==> src/rtl/move_executor_if.sv <==
// move_executor_if: request/obstacle inputs and position/result outputs of the move executor
interface move_executor_if;
  logic move_valid;
  logic move_ready;
  logic [3:0] move_dir;
  logic [3:0] blocked;
  logic [3:0] pos_x;
  logic [3:0] pos_y;
  logic move_done;
  logic move_rejected;
  modport master (
    output move_valid, move_dir, blocked,
    input move_ready, pos_x, pos_y, move_done, move_rejected
  );
  modport slave (
    input move_valid, move_dir, blocked,
    output move_ready, pos_x, pos_y, move_done, move_rejected
  );
endinterface

==> src/rtl/move_executor.sv <==
// move_executor: validates one-hot move requests against map bounds and obstacles, owns player position
module move_executor #(
  parameter int MAP_WIDTH = 16,
  parameter int MAP_HEIGHT = 16,
  parameter int START_X = 0,
  parameter int START_Y = 0,
  parameter int COOLDOWN_CYCLES = 4
) (
  input logic clk,
  input logic rst_n,
  input logic respawn,
  move_executor_if.slave bus
);
  localparam int CW = COOLDOWN_CYCLES > 0 ? $clog2(COOLDOWN_CYCLES + 1) : 1;
  localparam logic [3:0] X_MAX = 4'(MAP_WIDTH - 1);
  localparam logic [3:0] Y_MAX = 4'(MAP_HEIGHT - 1);
  localparam logic [3:0] X0 = 4'(START_X);
  localparam logic [3:0] Y0 = 4'(START_Y);
  localparam logic [CW-1:0] CD_LOAD = CW'(COOLDOWN_CYCLES > 0 ? COOLDOWN_CYCLES - 1 : 0);
  typedef enum logic [1:0] {IDLE, CHECK, COOLDOWN} state_t;
  state_t state_q;
  logic [3:0] dir_q, x_q, y_q, x_d, y_d, allow;
  logic [CW-1:0] cnt_q;
  logic done_q, rej_q, legal;
  always_comb begin
    allow = {x_q != X_MAX, y_q != 4'd0, y_q != Y_MAX, x_q != 4'd0} & ~bus.blocked;
    legal = $onehot(dir_q) && |(dir_q & allow);
    x_d = dir_q[3] ? x_q + 4'd1 : dir_q[0] ? x_q - 4'd1 : x_q;
    y_d = dir_q[1] ? y_q + 4'd1 : dir_q[2] ? y_q - 4'd1 : y_q;
  end
  // respawn is a reset of the game state only, so it shares the reset action
  always_ff @(posedge clk)
    if (!rst_n || respawn) begin
      state_q <= IDLE;
      x_q <= X0;
      y_q <= Y0;
      dir_q <= 4'd0;
      cnt_q <= '0;
      done_q <= 1'b0;
      rej_q <= 1'b0;
    end else begin
      done_q <= 1'b0;
      rej_q <= 1'b0;
      unique case (state_q)
        IDLE: if (bus.move_valid) begin
          dir_q <= bus.move_dir;
          state_q <= CHECK;
        end
        CHECK: begin
          done_q <= legal;
          rej_q <= !legal;
          if (legal) begin
            x_q <= x_d;
            y_q <= y_d;
            cnt_q <= CD_LOAD;
          end
          state_q <= legal && (COOLDOWN_CYCLES > 0) ? COOLDOWN : IDLE;
        end
        COOLDOWN: begin
          cnt_q <= cnt_q - CW'(1);
          state_q <= cnt_q == '0 ? IDLE : COOLDOWN;
        end
        default: state_q <= IDLE;
      endcase
    end
  assign bus.move_ready = state_q == IDLE;
  assign bus.pos_x = x_q;
  assign bus.pos_y = y_q;
  assign bus.move_done = done_q;
  assign bus.move_rejected = rej_q;
endmodule

==> src/flat_wrapper.sv <==
// flat-port wrapper written by rule: the top's interface ports become plain ports
module move_executor_flat 
#(
  parameter int MAP_WIDTH = 16,
  parameter int MAP_HEIGHT = 16,
  parameter int START_X = 0,
  parameter int START_Y = 0,
  parameter int COOLDOWN_CYCLES = 4
)
  (clk, rst_n, respawn, bus_move_valid, bus_move_dir, bus_blocked, bus_move_ready, bus_pos_x, bus_pos_y, bus_move_done, bus_move_rejected);
  move_executor_if bus_i ();
  input logic clk;
  input logic rst_n;
  input logic respawn;
  input wire logic [$bits(bus_i.move_valid)-1:0] bus_move_valid;
  input wire logic [$bits(bus_i.move_dir)-1:0] bus_move_dir;
  input wire logic [$bits(bus_i.blocked)-1:0] bus_blocked;
  output wire logic [$bits(bus_i.move_ready)-1:0] bus_move_ready;
  output wire logic [$bits(bus_i.pos_x)-1:0] bus_pos_x;
  output wire logic [$bits(bus_i.pos_y)-1:0] bus_pos_y;
  output wire logic [$bits(bus_i.move_done)-1:0] bus_move_done;
  output wire logic [$bits(bus_i.move_rejected)-1:0] bus_move_rejected;
  assign bus_i.move_valid = bus_move_valid;
  assign bus_i.move_dir = bus_move_dir;
  assign bus_i.blocked = bus_blocked;
  assign bus_move_ready = bus_i.move_ready;
  assign bus_pos_x = bus_i.pos_x;
  assign bus_pos_y = bus_i.pos_y;
  assign bus_move_done = bus_i.move_done;
  assign bus_move_rejected = bus_i.move_rejected;
  move_executor #(.MAP_WIDTH(MAP_WIDTH), .MAP_HEIGHT(MAP_HEIGHT), .START_X(START_X), .START_Y(START_Y), .COOLDOWN_CYCLES(COOLDOWN_CYCLES)) u_core (.clk(clk), .rst_n(rst_n), .respawn(respawn), .bus(bus_i));
endmodule
==> config.mk <==
export PLATFORM = sky130hd
export DESIGN_NAME = move_executor_flat
export DESIGN_NICKNAME = d
export VERILOG_FILES = /design/src/rtl/move_executor_if.sv /design/src/rtl/move_executor.sv /design/src/flat_wrapper.sv
export SDC_FILE = /design/constraint.sdc
export NUM_CORES = 1
export LEC_CHECK = 0
export BUFFER_PORTS_ARGS = -buffer_cell sky130_fd_sc_hd__buf_2
export CAP_MARGIN = 25
export CORE_MARGIN = 2
export CORE_UTILIZATION = 50
export DETAILED_ROUTE_END_ITERATION = 7
export MAX_ROUTING_LAYER = met4
export PLACE_DENSITY = 0.73
export SETUP_SLACK_MARGIN = 0.1
export SYNTH_ARGS = -nofsm -noshare
export SYNTH_HDL_FRONTEND = slang
export SYNTH_SLANG_ARGS = --single-unit
export TNS_END_PERCENT = 10
==> constraint.sdc <==
create_clock -name clk -period 5.2 [get_ports clk]
set_clock_uncertainty 0.1 [all_clocks]
set_input_delay 0.78 -clock clk [delete_from_list [all_inputs] [get_ports clk]]
set_output_delay 0.78 -clock clk [all_outputs]
set_load 0.1 [all_outputs]
== After elaboration in Yosys (flattened, before gate mapping) ==
Index checks and enable logic that the tools add are counted.

* Input port bits: 12
* Memories kept: 0
* Bits in read-only memories: 0
* Register bits: 19
* Output and inout port bits: 11
* Word-level logic and storage cells: 53
* Latch bits: 0
* RAM bits: 0

* Reductions and logical operators: 17
* $mul: 0
* Order comparisons: 0
* Shifts and indexed selects: 0
* Add/sub/neg operators: 8
* Mux-type cells: 10
* Div/mod/pow operators: 0
* Equal/unequal tests: 7
* Bitwise gates (word level): 4

{| class="wikitable"
|+ Operators by type and width
! cell !! count
|-
| 2-to-1 mux 4 bit || 4
|-
| adder 4 x 1 -> 4 bit (second input constant) || 2
|-
| bitwise AND 4 bit || 2
|-
| inequality test 4 bit (second input constant) || 2
|-
| nonzero test 4 bit || 2
|-
| subtractor 4 x 1 -> 4 bit (second input constant) || 2
|-
| 2-to-1 mux 2 bit || 3
|-
| case mux 2 bit (3 select lines) || 1
|-
| case mux 3 bit (2 select lines) || 1
|-
| AND reduction 3 bit || 2
|-
| nonzero test 2 bit || 3
|-
| adder 1 x 1 -> 2 bit || 2
|-
| NOT 4 bit || 1
|-
| AND reduction 2 bit || 2
|-
| OR reduction 4 bit || 1
|-
| adder 3 bit || 1
|-
| == test 3 x 1 -> 1 bit (second input constant) || 1
|-
| zero test 3 bit || 1
|-
| 2-to-1 mux 3 bit || 1
|-
| subtractor 3 x 1 -> 3 bit (second input constant) || 1
|-
| == test 2 x 1 -> 1 bit (second input constant) || 1
|-
| == test 2 bit (second input constant) || 1
|-
| zero test 1 bit || 2
|-
| zero test 2 bit || 1
|-
| other kinds (6) || 6
|}

== Longest topological paths before layout ==
Gate-level depths: netlist of run 1.

* Depth in word-level cells: 7
* Mapped depth: 8
* Mapped depth without buffers: 8

== Worst setup path after synthesis of run 1 ==
Ideal clock, no wire load.

* Path kind: register -> register
* Start point: reg u_core.dir_q[3]
* End point: reg u_core.x_q[3] (netlist: u_core.bus.pos_x[3])
* Period minus slack after synthesis: 2,630 ps
* Buffers on the path: 0
* Cell stages (with the launch flop): 9
* Data required time: 5,030 ps
* Slack: 2,570 ps
* Library setup time: 70 ps
* Arrival: 2,460 ps
* Path through: dfxtp_1 -> ha_1 -> ha_1 -> fa_1 -> or3b_4 -> nor3_2 -> o21ai_2 -> or3_1 -> a21oi_1

* Cells in the longest elaborated chain, start to end: 5
* Elaborated cells on any way between the ends: 9
* Those cells by class: add/sub (2); eq/ne (1); mux (1); bitwise (1); reduce/logical (4)

{| class="wikitable"
|+ RTL lines
! what !! RTL line !! source
|-
| start, declared || move_executor.sv:22 || <nowiki>logic [3:0] dir_q, x_q, y_q, x_d, y_d, allow;</nowiki>
|-
| start signal, assigned || move_executor.sv:46 || <nowiki>dir_q <= bus.move_dir;</nowiki>
|-
| adder 1 x 1 -> 2 bit (implied by the code) || move_executor.sv:27 || <nowiki>legal = $onehot(dir_q) && |(dir_q & allow);</nowiki>
|-
| adder 3 bit (implied by the code) || move_executor.sv:27 ||
|-
| == test 3 x 1 -> 1 bit || move_executor.sv:27 ||
|-
| logical AND 1 bit || move_executor.sv:27 ||
|-
| AND reduction 3 bit (no line) || - ||
|-
| end signal, assigned || move_executor.sv:35 || <nowiki>x_q <= X0;</nowiki>
|-
| end signal, assigned || move_executor.sv:53 || <nowiki>x_q <= x_d;</nowiki>
|-
| end, declared || move_executor.sv:22 ||
|}

Several ways; a longest one is shown, not always the timed one.
A chain may end at the register's enable or synchronous reset.

== Worst setup path in the final report of run 1 ==
* Start point: reg u_core.dir_q[3]
* End point: reg u_core.y_q[3] (netlist: u_core.bus.pos_y[3])

* Cells in the longest elaborated chain, start to end: 5
* Elaborated cells on any way between the ends: 7
* Those cells by class: add/sub (2); eq/ne (1); bitwise (1); reduce/logical (3)

{| class="wikitable"
|+ RTL lines
! what !! RTL line !! source
|-
| adder 1 x 1 -> 2 bit (implied by the code) || move_executor.sv:27 ||
|-
| adder 3 bit (implied by the code) || move_executor.sv:27 ||
|-
| == test 3 x 1 -> 1 bit || move_executor.sv:27 ||
|-
| logical AND 1 bit * || move_executor.sv:27 ||
|-
| AND reduction 3 bit (no line) * || - ||
|-
| end signal, assigned || move_executor.sv:54 || <nowiki>y_q <= y_d;</nowiki>
|-
| end, declared || move_executor.sv:22 ||
|}

Every way passes the cells marked *; elsewhere a longest branch is shown, timed or not.

==> reports/results.ini, run 1 <==
[timing]
max_clock_freq_mhz = 359
slew_violations = 0
rsz0062_at_grt = no
hold_ws_ps = 385
worstMarginPinSlew_ps = 730
max_slew_margin_pct = 51.3
layout_setup_ws_ps = 2420
setup_violations = 0
fin_crit_sh_pct = 53.5
period_needed_ps = 2780
finalSetupTns_ps = 0
hold_viol_final = 0

[logic_synthesis]
post_synth_xor_area_fraction_pct = 4.91
ys_seq_area_share_pct = 35.5
ys_ff_latch = 19
synthFlopType = dfxtp_1
synth_cell_types = 29
syn_area_per_cell_um2 = 9.39
yosys_warnings = 0
async_flop_share_pct = 0
synth_area_um2 = 1070
synth-adder-area-share_pct = 16.1
synth-edff-count = 0
synth_top_family_by_area = simple AND/OR/NAND/NOR gates
syn_inst = 114
synthMuxAreaShare_pct = 5.61
synth-compound-area-share_pct = 14.6
synth_nets = 138
synthTopCellsByArea = dfxtp_1, ha_1, nor2_1, fa_1, mux2i_1
yosysTopAreaCellShare_pct = 35.5
yosysTopAreaCell = dfxtp_1
synthSimpleGateAreaFrac_pct = 20.1

[clock_network]
ctsRootBufferMaster = clkbuf_4
cts.sinks = 19
cts_buffers = 3
cts_setup_buffers = 0
hold_buffers = 0
h-tree-depth = 1
clk_latency_ps = 300
tritoncts = yes
clock_path_buffers = 2
cts-resized-gates = 0
clk_pin_slew_ps = 120

[cells_and_area]
layout-drive-gt1-share_pct = 24.8
fill_cells = 177
layout_commonest_cell = buf_2
fin_cells = 164
finalNetCount = 162
num_antenna_cells = 0
syn_to_final_growth_pct = 15.0
layout_common_cells = buf_2, nor2_1, dfxtp_1

[pwr]
p_per_area_nw_per_um2 = 204
p_total_mw = 0.251
power_leakage_nw = 0.549
ir_drop_mv = 0.137

[global_route]
grt_max_degree = 20
grt.overflow.total = 0
grt_pass1_wl_um = 3650
grt_pass1_vias = 819
grt_usage_pct = 19.1
antenna_found_initial = 0

[status]
status = finished, final reports clean

[die]
core_area_um2 = 1980
die_w_um = 50.3
die_y_um = 50.3
num_io_pins = 23
rows = 16
start_util_pct = 54.0
dieArea_um2 = 2530

[worst_setup_path]
cpPeakStageDelay_ps = 460
cp.required_ps = 5330
start_kind = register
path_buf_inv = 0
cpMaxStageDelayCell = fa_1
critPathTopFamily = simple AND/OR/NAND/NOR gates
endpoint_kind = register
cp_cell_sequence = ha_1, ha_1, fa_1, or3b_4, nor3_2, o21ai_2, or3_1, a21oi_1
path_common_cell = ha_1
critPathArrivalTime_ps = 2910
cp_max_fo = 5
crit_type = reg -> reg

[routing]
drc_errors = 0
via_per_inst = 5.41
routed-via-count = 887
first_iter_violations = 17
ant_nets = 0
wl_per_cell_um = 12.4
routed_wl_um = 2030
drt_pre_antenna_iters = 4

[worst_hold_path]
hp-class = reg -> reg

[job]
max_cap_violations = 0

[placement]
dp.cells = 160
finalWeightedCongestion = 0.772
io_buffers = 22
place_ws_ps = 2430
dpl.hpwl_um = 1580

## synth_stat cells, types with 3 or more instances
master / instances
dfxtp_1: 19
nor2_1: 19
ha_1: 9
a21oi_1: 8
mux2i_1: 6
inv_1: 5
nand2b_1: 5
o21ai_0: 4
or3_1: 4
xor2_1: 4
fa_1: 3
## routing by layer
layer	wire (um)	track usage [%]
met1	984	26.7
met2	926	28.9
met3	93	2.68
met4	27	5.56
met5	0	-
## layout make-up
cell class              instances  area (um2)  area share (%)
well taps                      27        33.8            2.74
inverters                       6        22.5            1.83
multi-input cells              86         657            53.4
repair buffers                 22         110            8.94
flip-flops and latches         19         380            30.9
clock inverters                 1        5.00           0.407
clock buffers                   3        22.5            1.83
## path summary, 6_finish.rpt
kind,start,to,slack (ps),depth (start not counted)
worst min-delay path,u_core.state_q[1],u_core.bus.move_done,390,1
worst max register to register,u_core.dir_q[3],u_core.bus.pos_y[3],2420,8
worst min register to register,u_core.state_q[1],u_core.bus.move_done,390,1
worst max-delay path,u_core.dir_q[3],u_core.bus.pos_y[3],2420,8
## report_power, final
part	total [mW]	internal (mW)	switching, mW
sequential	0.149	0.147	0.00193
combinational	0.0248	0.0102	0.0146
clock	0.0773	0.0287	0.0487
## registers in the layout, summed over array words and instances, names as in the netlist
| register | flops |
|---|---|
| u_core.state_q | 2 |
| u_core.bus.pos_y | 4 |
| u_core.dir_q | 4 |
| u_core.bus.move_done | 1 |
| u_core.cnt_q | 3 |
| u_core.bus.move_rejected | 1 |
| u_core.bus.pos_x | 4 |
## logic make-up after synthesis
family / after synthesis
simple gates: 40
buf+inv: 9
fa+ha+maj: 12
xor+xnor: 6
compound gates: 22
flops: 19
mux: 6
## through the flow
step / util (%) / cell area, um2
floorplan: - / 1070
global placement: 60.7 / 1200
detailed placement: 60.7 / 1200
CTS: 62.1 / 1230
global route: 62.1 / 1230
finish: 62.1 / 1230
(Power assumes the default switching activity.)
==> run 2, diff against run 1 <==
--- a/config.mk
+++ b/config.mk
@@ -5,10 +5,11 @@
 export SDC_FILE = /design/constraint.sdc
 export NUM_CORES = 1
 export LEC_CHECK = 0
+export ABC_AREA = 1
 export BUFFER_PORTS_ARGS = -buffer_cell sky130_fd_sc_hd__buf_2
 export CAP_MARGIN = 25
 export CORE_MARGIN = 2
-export CORE_UTILIZATION = 50
+export CORE_UTILIZATION = 48
 export DETAILED_ROUTE_END_ITERATION = 7
 export MAX_ROUTING_LAYER = met4
 export PLACE_DENSITY = 0.73
==> constraint.sdc (replaced) <==
create_clock -name clk -period 2.3 [get_ports clk]
set_clock_uncertainty 0.1 [all_clocks]
set_input_delay 0.345 -clock clk [delete_from_list [all_inputs] [get_ports clk]]
set_output_delay 0.345 -clock clk [all_outputs]
set_load 0.1 [all_outputs]
==> reports/results.ini, run 2 <==
[pwr]
power_leakage_nw = 0.634  ; was 0.549 nW
p_int_mw = 0.446  ; was 0.186 mW
power_switching_mw = 0.173  ; was 0.0653 mW
combPwrFrac_pct = 16.8  ; was 9.9%
p_total_mw = 0.619  ; was 0.251 mW
p_per_area_nw_per_um2 = 434  ; was 204 nW/um2
switching_share_pct = 28.0  ; was 26.0%
ir_drop_mv = 0.373  ; was 0.137 mV
clkPwrFrac_pct = 28.5  ; was 30.8%
pwr-share-seq_pct = 54.6  ; was 59.3%

[cells_and_area]
syn_to_final_growth_pct = 23.4  ; was 15.0%
finalNetCount = 211  ; was 162
fin_util_pct = 63.8  ; was 62.1%
layout-drive-gt1-share_pct = 27.4  ; was 24.8%
fin_cells = 214  ; was 164
final_cell_area_um2 = 1430  ; was 1230 um2
fill_cells = 208  ; was 177
layout_common_cells = nand2_1, inv_1, buf_2  ; was buf_2, nor2_1, dfxtp_1
num_antenna_cells = 0  ; unchanged
layout_commonest_cell = nand2_1  ; was buf_2

[placement]
io_buffers = 22  ; unchanged
dpl.hpwl_um = 1980  ; was 1580 um
place_ws_ps = 9.52  ; was 2430 ps
dp.cells = 208  ; was 160
dpl_cell_area_um2 = 1330  ; was 1200 um2
finalWeightedCongestion = 0.780  ; was 0.772

[die]
num_io_pins = 23  ; unchanged
die_y_um = 53.1  ; was 50.3 um
start_util_pct = 51.7  ; was 54.0%
core_area_um2 = 2230  ; was 1980 um2
dieArea_um2 = 2810  ; was 2530 um2
die_w_um = 53.1  ; was 50.3 um
rows = 17  ; was 16

[logic_synthesis]
yosysMostFrequentCell = nand2_1
synth_area_um2 = 1150  ; was 1070 um2
async_flop_share_pct = 0  ; unchanged
yosys_warnings = 0  ; unchanged
yosys-top-cells-count = nand2_1, inv_1, dfxtp_1, nor2_1, a21oi_1  ; was dfxtp_1, nor2_1, ha_1
synth_nets = 179  ; was 138
syn_inst = 155  ; was 114
ys_seq_area_share_pct = 32.9  ; was 35.5%
yosysTopAreaCellShare_pct = 32.9  ; was 35.5%
synth-edff-count = 0  ; unchanged
synthFlopType = dfxtp_1  ; unchanged
synth_cell_types = 19  ; was 29
syn_area_per_cell_um2 = 7.45  ; was 9.39 um2
ys_ff_latch = 19  ; unchanged
synthTopCellsByArea = dfxtp_1, nand2_1, ha_1, a21oi_1, inv_1  ; was dfxtp_1, ha_1, nor2_1, fa_1, mux2i_1
yosysTopAreaCell = dfxtp_1  ; unchanged

[routing]
drc_errors = 0  ; unchanged
first_iter_violations = 10  ; was 17
routed_wl_um = 2540  ; was 2030 um
routed-via-count = 1071  ; was 887
wl_per_cell_um = 11.9  ; was 12.4 um
via_per_inst = 5.00  ; was 5.41
ant_nets = 0  ; unchanged
drt_pre_antenna_iters = 4  ; unchanged

[clock_network]
cts.sinks = 19  ; unchanged
ctsRootBufferMaster = clkbuf_4  ; unchanged
cts_buffers = 3  ; unchanged
clk_latency_ps = 310  ; was 300 ps
h-tree-depth = 1  ; unchanged
clk_pin_slew_ps = 100  ; was 120 ps
clock_path_buffers = 2  ; unchanged
tritoncts = yes  ; unchanged

[worst_setup_path]
start_kind = register  ; unchanged
cp_max_fo = 7  ; was 5
cpPeakStageDelay_ps = 480  ; was 460 ps
endpoint_kind = register  ; unchanged
critPathArrivalTime_ps = 2360  ; was 2910 ps
cpMaxStageDelayCell = fa_1  ; unchanged
crit_type = reg -> reg  ; unchanged
path_common_cell = ha_4  ; was ha_1
r2r_start = u_core.dir_q[2]  ; was u_core.dir_q[3]
cp.required_ps = 2430  ; was 5330 ps
critPathCapture = u_core.bus.pos_y[0]  ; was u_core.bus.pos_y[3]
rrSetupSlack_ps = 70  ; was 2420 ps
reg2reg_to = u_core.bus.pos_y[0]  ; was u_core.bus.pos_y[3]
cp_cell_sequence = ha_4, ha_4, fa_1, nor3b_4, a21boi_4, nand3_1, a21oi_1  ; was ha_1, ha_1, fa_1, or3b_4, nor3_2, o21ai_2, or3_1, a21oi_1
reg2regPathDepth = 7  ; was 8
critPathLaunch = u_core.dir_q[2]  ; was u_core.dir_q[3]

[timing]
fin_crit_sh_pct = 96.9  ; was 53.5%
max_clock_freq_mhz = 449  ; was 359 MHz
rsz0062_at_grt = yes  ; was no
hold_viol_final = 0  ; unchanged
layout_setup_ws_ps = 70.7  ; was 2420 ps
max_slew_margin_pct = 67.6  ; was 51.3%
slew_violations = 0  ; unchanged
worstMarginPinSlew_ps = 490  ; was 730 ps
setup_violations = 0  ; unchanged
period_needed_ps = 2230  ; was 2780 ps

[global_route]
grt_pass1_vias = 1029  ; was 819
grt_usage_pct = 22.4  ; was 19.1%
grt_pass1_wl_um = 4420  ; was 3650 um
grt_max_degree = 15  ; was 20
antenna_found_initial = 0  ; unchanged
grt.overflow.total = 0  ; unchanged

[worst_hold_path]
hp-class = in -> reg  ; was reg -> reg

[job]
max_cap_violations = 0  ; unchanged

[status]
status = finished, final reports clean  ; unchanged

[run 2: changes by cell type after synthesis, moves of 3 or more]
cell / change
nand3_1: +8
a21oi_1: +9
nand2b_1: -5
nand3_2: +4
mux2i_1: -6
inv_1: +17
or3_1: -4
o21ai_0: +3
nand2_1: +32
[run 2: cell type report]
class	instances	area [um2]	share of cell area [%]
clock inverters	1	5.00	0.351
clock buffers	3	22.5	1.58
well taps	28	35.0	2.46
multi-input cells	113	739	51.9
flip-flops and latches	19	385	27.0
repair buffers	28	155	10.9
inverters	22	82.6	5.79
[run 2: cells by family (layout without fill, tap and decap cells)]
family / after synthesis / after routing / share of synthesized area (%)
compound gates: 25 / 25 / 12.0
simple gates: 72 / 72 / 29.6
flops: 19 / 19 / 32.9
xor+xnor: 4 / 4 / 3.03
fa+ha+maj: 12 / 12 / 15.0
buf+inv: 23 / 54 / 7.48
[run 2: stage by stage]
stage	hold WS, ps	TNS, ps
floorplan	354	0
global placement	366	0
detailed placement	376	0
CTS	246	0
global route	259	-110
finish	244	0
[run 2: power by group through the flow]
stage / logic, mW / clock network, mW / registers [mW]
final: 0.104 / 0.177 / 0.338
after CTS: 0.0969 / 0.179 / 0.338
after detailed placement: 0.0900 / 0 / 0.344
after global placement: 0.0872 / 0 / 0.343
after global routing: 0.116 / 0.189 / 0.339
after floorplan: 0.0540 / 0 / 0.346
[run 2: what timing repair did]
| action | in CTS | in global routing |
|---|---|---|
| setup buffers | 1 | 1 |
| resized for setup | 8 | 2 |
| hold buffers | 0 | 0 |
| endpoints found under the setup margin | 9 | 9 |
| pin swaps | 5 | 4 |
[run 2: worst min path at each step]
stage / start / end / depth (start not counted)
3_3_place_gp: u_core.cnt_q[2] / u_core.cnt_q[2] / 2
3_5_place_dp: u_core.cnt_q[2] / u_core.cnt_q[2] / 2
2_1_floorplan: u_core.cnt_q[2] / u_core.cnt_q[2] / 2
6_report: bus_move_dir[1] / u_core.dir_q[1] / 3
4_1_cts: bus_move_dir[2] / u_core.dir_q[2] / 3
5_1_grt: bus_move_dir[3] / u_core.dir_q[3] / 3
[run 2: critical path, delay by kind of cell, from the launching register on]
family                     cells  cell delay, ps
AOI/OAI and AO/OA              2             450
adders and majority gates      3             870
DFF                            1             350
and+or+nand+nor                2             380
[run 2: metal layers]
metal	part of all wire, %	GRT usage [%]
met1	46	25.3
met5	0	-
met3	3.9	3.39
met4	1.6	8.97
met2	49	39.4
==> run 3, diff against run 2 <==
--- a/config.mk
+++ b/config.mk
@@ -13,7 +13,8 @@
 export DETAILED_ROUTE_END_ITERATION = 7
 export MAX_ROUTING_LAYER = met4
 export PLACE_DENSITY = 0.73
-export SETUP_SLACK_MARGIN = 0.1
+export SETUP_SLACK_MARGIN = 0.15
+export SKIP_LAST_GASP = 1
 export SYNTH_ARGS = -nofsm -noshare
 export SYNTH_HDL_FRONTEND = slang
 export SYNTH_SLANG_ARGS = --single-unit
==> reports/results.ini, run 3 (synthesis results as in run 2) <==
[cells_and_area]
syn_to_final_growth_pct = 22.8  ; was 23.4%
fin_cells = 214  ; unchanged
layout_common_cells = nand2_1, inv_1, buf_2  ; unchanged
num_antenna_cells = 0  ; unchanged
layout-drive-gt1-share_pct = 27.4  ; unchanged
fin_util_pct = 63.5  ; was 63.8%
finalNetCount = 211  ; unchanged
layout_commonest_cell = nand2_1  ; unchanged

[global_route]
grt_pass1_vias = 1029  ; unchanged
antenna_found_initial = 0  ; unchanged
grt_max_degree = 15  ; unchanged
grt_pass1_wl_um = 4420  ; unchanged
grt.overflow.total = 0  ; unchanged
grt_usage_pct = 22.4  ; unchanged

[timing]
period_needed_ps = 2230  ; about the same
max_clock_freq_mhz = 449  ; about the same
max_slew_margin_pct = 67.6  ; unchanged
setup_violations = 0  ; unchanged
rsz0062_at_grt = yes  ; unchanged
worstMarginPinSlew_ps = 490  ; unchanged
hold_ws_ps = 246  ; was 244 ps
hold_viol_final = 0  ; unchanged
slew_violations = 0  ; unchanged
fin_crit_sh_pct = 96.8  ; was 96.9%

[worst_setup_path]
rrSetupSlack_ps = 70  ; about the same
r2r_start = u_core.dir_q[2]  ; unchanged
critPathLaunch = u_core.dir_q[2]  ; unchanged
reg2regPathDepth = 7  ; unchanged
crit_type = reg -> reg  ; unchanged
critPathArrivalTime_ps = 2360  ; about the same
start_kind = register  ; unchanged
endpoint_kind = register  ; unchanged
reg2reg_to = u_core.bus.pos_y[0]  ; unchanged
critPathCapture = u_core.bus.pos_y[0]  ; unchanged
cp.required_ps = 2430  ; about the same
cp_max_fo = 7  ; unchanged

[clock_network]
clock_path_buffers = 2  ; unchanged
cts_buffers = 3  ; unchanged
ctsRootBufferMaster = clkbuf_4  ; unchanged
clk_latency_ps = 310  ; about the same
tritoncts = yes  ; unchanged
cts.sinks = 19  ; unchanged
h-tree-depth = 1  ; unchanged
clk_pin_slew_ps = 100  ; about the same

[routing]
routed_wl_um = 2520  ; was 2540 um
via_per_inst = 5.00  ; about the same
drc_errors = 0  ; unchanged
wl_per_cell_um = 11.8  ; was 11.9 um
first_iter_violations = 10  ; unchanged
routed-via-count = 1069  ; was 1071
ant_nets = 0  ; unchanged
drt_pre_antenna_iters = 4  ; unchanged

[placement]
io_buffers = 22  ; unchanged
dpl.hpwl_um = 1980  ; unchanged
finalWeightedCongestion = 0.780  ; unchanged
dp.cells = 208  ; unchanged

[pwr]
ir_drop_mv = 0.373  ; about the same
power_leakage_nw = 0.634  ; about the same
p_per_area_nw_per_um2 = 435  ; was 434 nW/um2

[die]
rows = 17  ; unchanged
die_y_um = 53.1  ; unchanged
dieArea_um2 = 2810  ; unchanged
num_io_pins = 23  ; unchanged
die_w_um = 53.1  ; unchanged
core_area_um2 = 2230  ; unchanged
start_util_pct = 51.7  ; unchanged

[status]
status = finished, final reports clean  ; unchanged

[worst_hold_path]
hp-class = in -> reg  ; unchanged

[job]
max_cap_violations = 0  ; unchanged

[run 3: through the flow]
stage	setup TNS, ps	area [um2]	setup WS, ps	power (mW)
floorplan	0	1160	61.0	0.400
global placement	0	1330	63.7	0.431
detailed placement	0	1330	9.52	0.434
CTS	0	1410	54.0	0.615
global route	-110	1420	-29.1	0.642
finish	0	1420	73.6	0.616
[run 3: repair_timing]
action	4_1_cts	5_1_grt
gates resized for setup	8	1
setup buffers	1	1
setup endpoints to repair	11	10
hold buffers	0	0
pin swaps	5	3
[run 3: final cells by class]
class,count,area (um2)
well taps,28,35.0
inverters,22,82.6
fillers,212,816
multi-input cells,113,732
flip-flops and latches,19,385
clock inverters,1,5.00
repair buffers,28,155
clock buffers,3,22.5
[run 3: how the worst min path moves through the flow]
stage,endpoint,cells after the start,slack [ps],startpoint
after detailed placement,u_core.cnt_q[2],2,380,u_core.cnt_q[2]
after floorplan,u_core.cnt_q[2],2,350,u_core.cnt_q[2]
after global routing,u_core.dir_q[3],3,260,bus_move_dir[3]
after CTS,u_core.dir_q[2],3,250,bus_move_dir[2]
after global placement,u_core.cnt_q[2],2,370,u_core.cnt_q[2]
final,u_core.dir_q[1],3,250,bus_move_dir[1]
[run 3: layer usage]
layer  up-vias  global-route usage, %  routed length [um]
met4         0                   8.97                  40
met5         -                      -                   0
met3         5                   3.39                  92
met1       483                   25.3                1150
met2        20                   39.4                1240
li1        561                      -                   -
[run 3: where the power goes]
| part | switching [mW] | total (mW) | internal, mW |
|---|---|---|---|
| Combinational | 0.0557 | 0.102 | 0.0463 |
| Clock | 0.111 | 0.176 | 0.0650 |
| Sequential | 0.00420 | 0.338 | 0.334 |
| Total | 0.171 | 0.616 | 0.445 |
[run 3: worst max-delay path, stage by stage, from the launching register on]
cell,delay [ps]
dfxtp_2,350
ha_4,240
ha_4,150
fa_1,480
nor3b_4,280
a21boi_4,300
nand3_1,100
a21oi_1,150
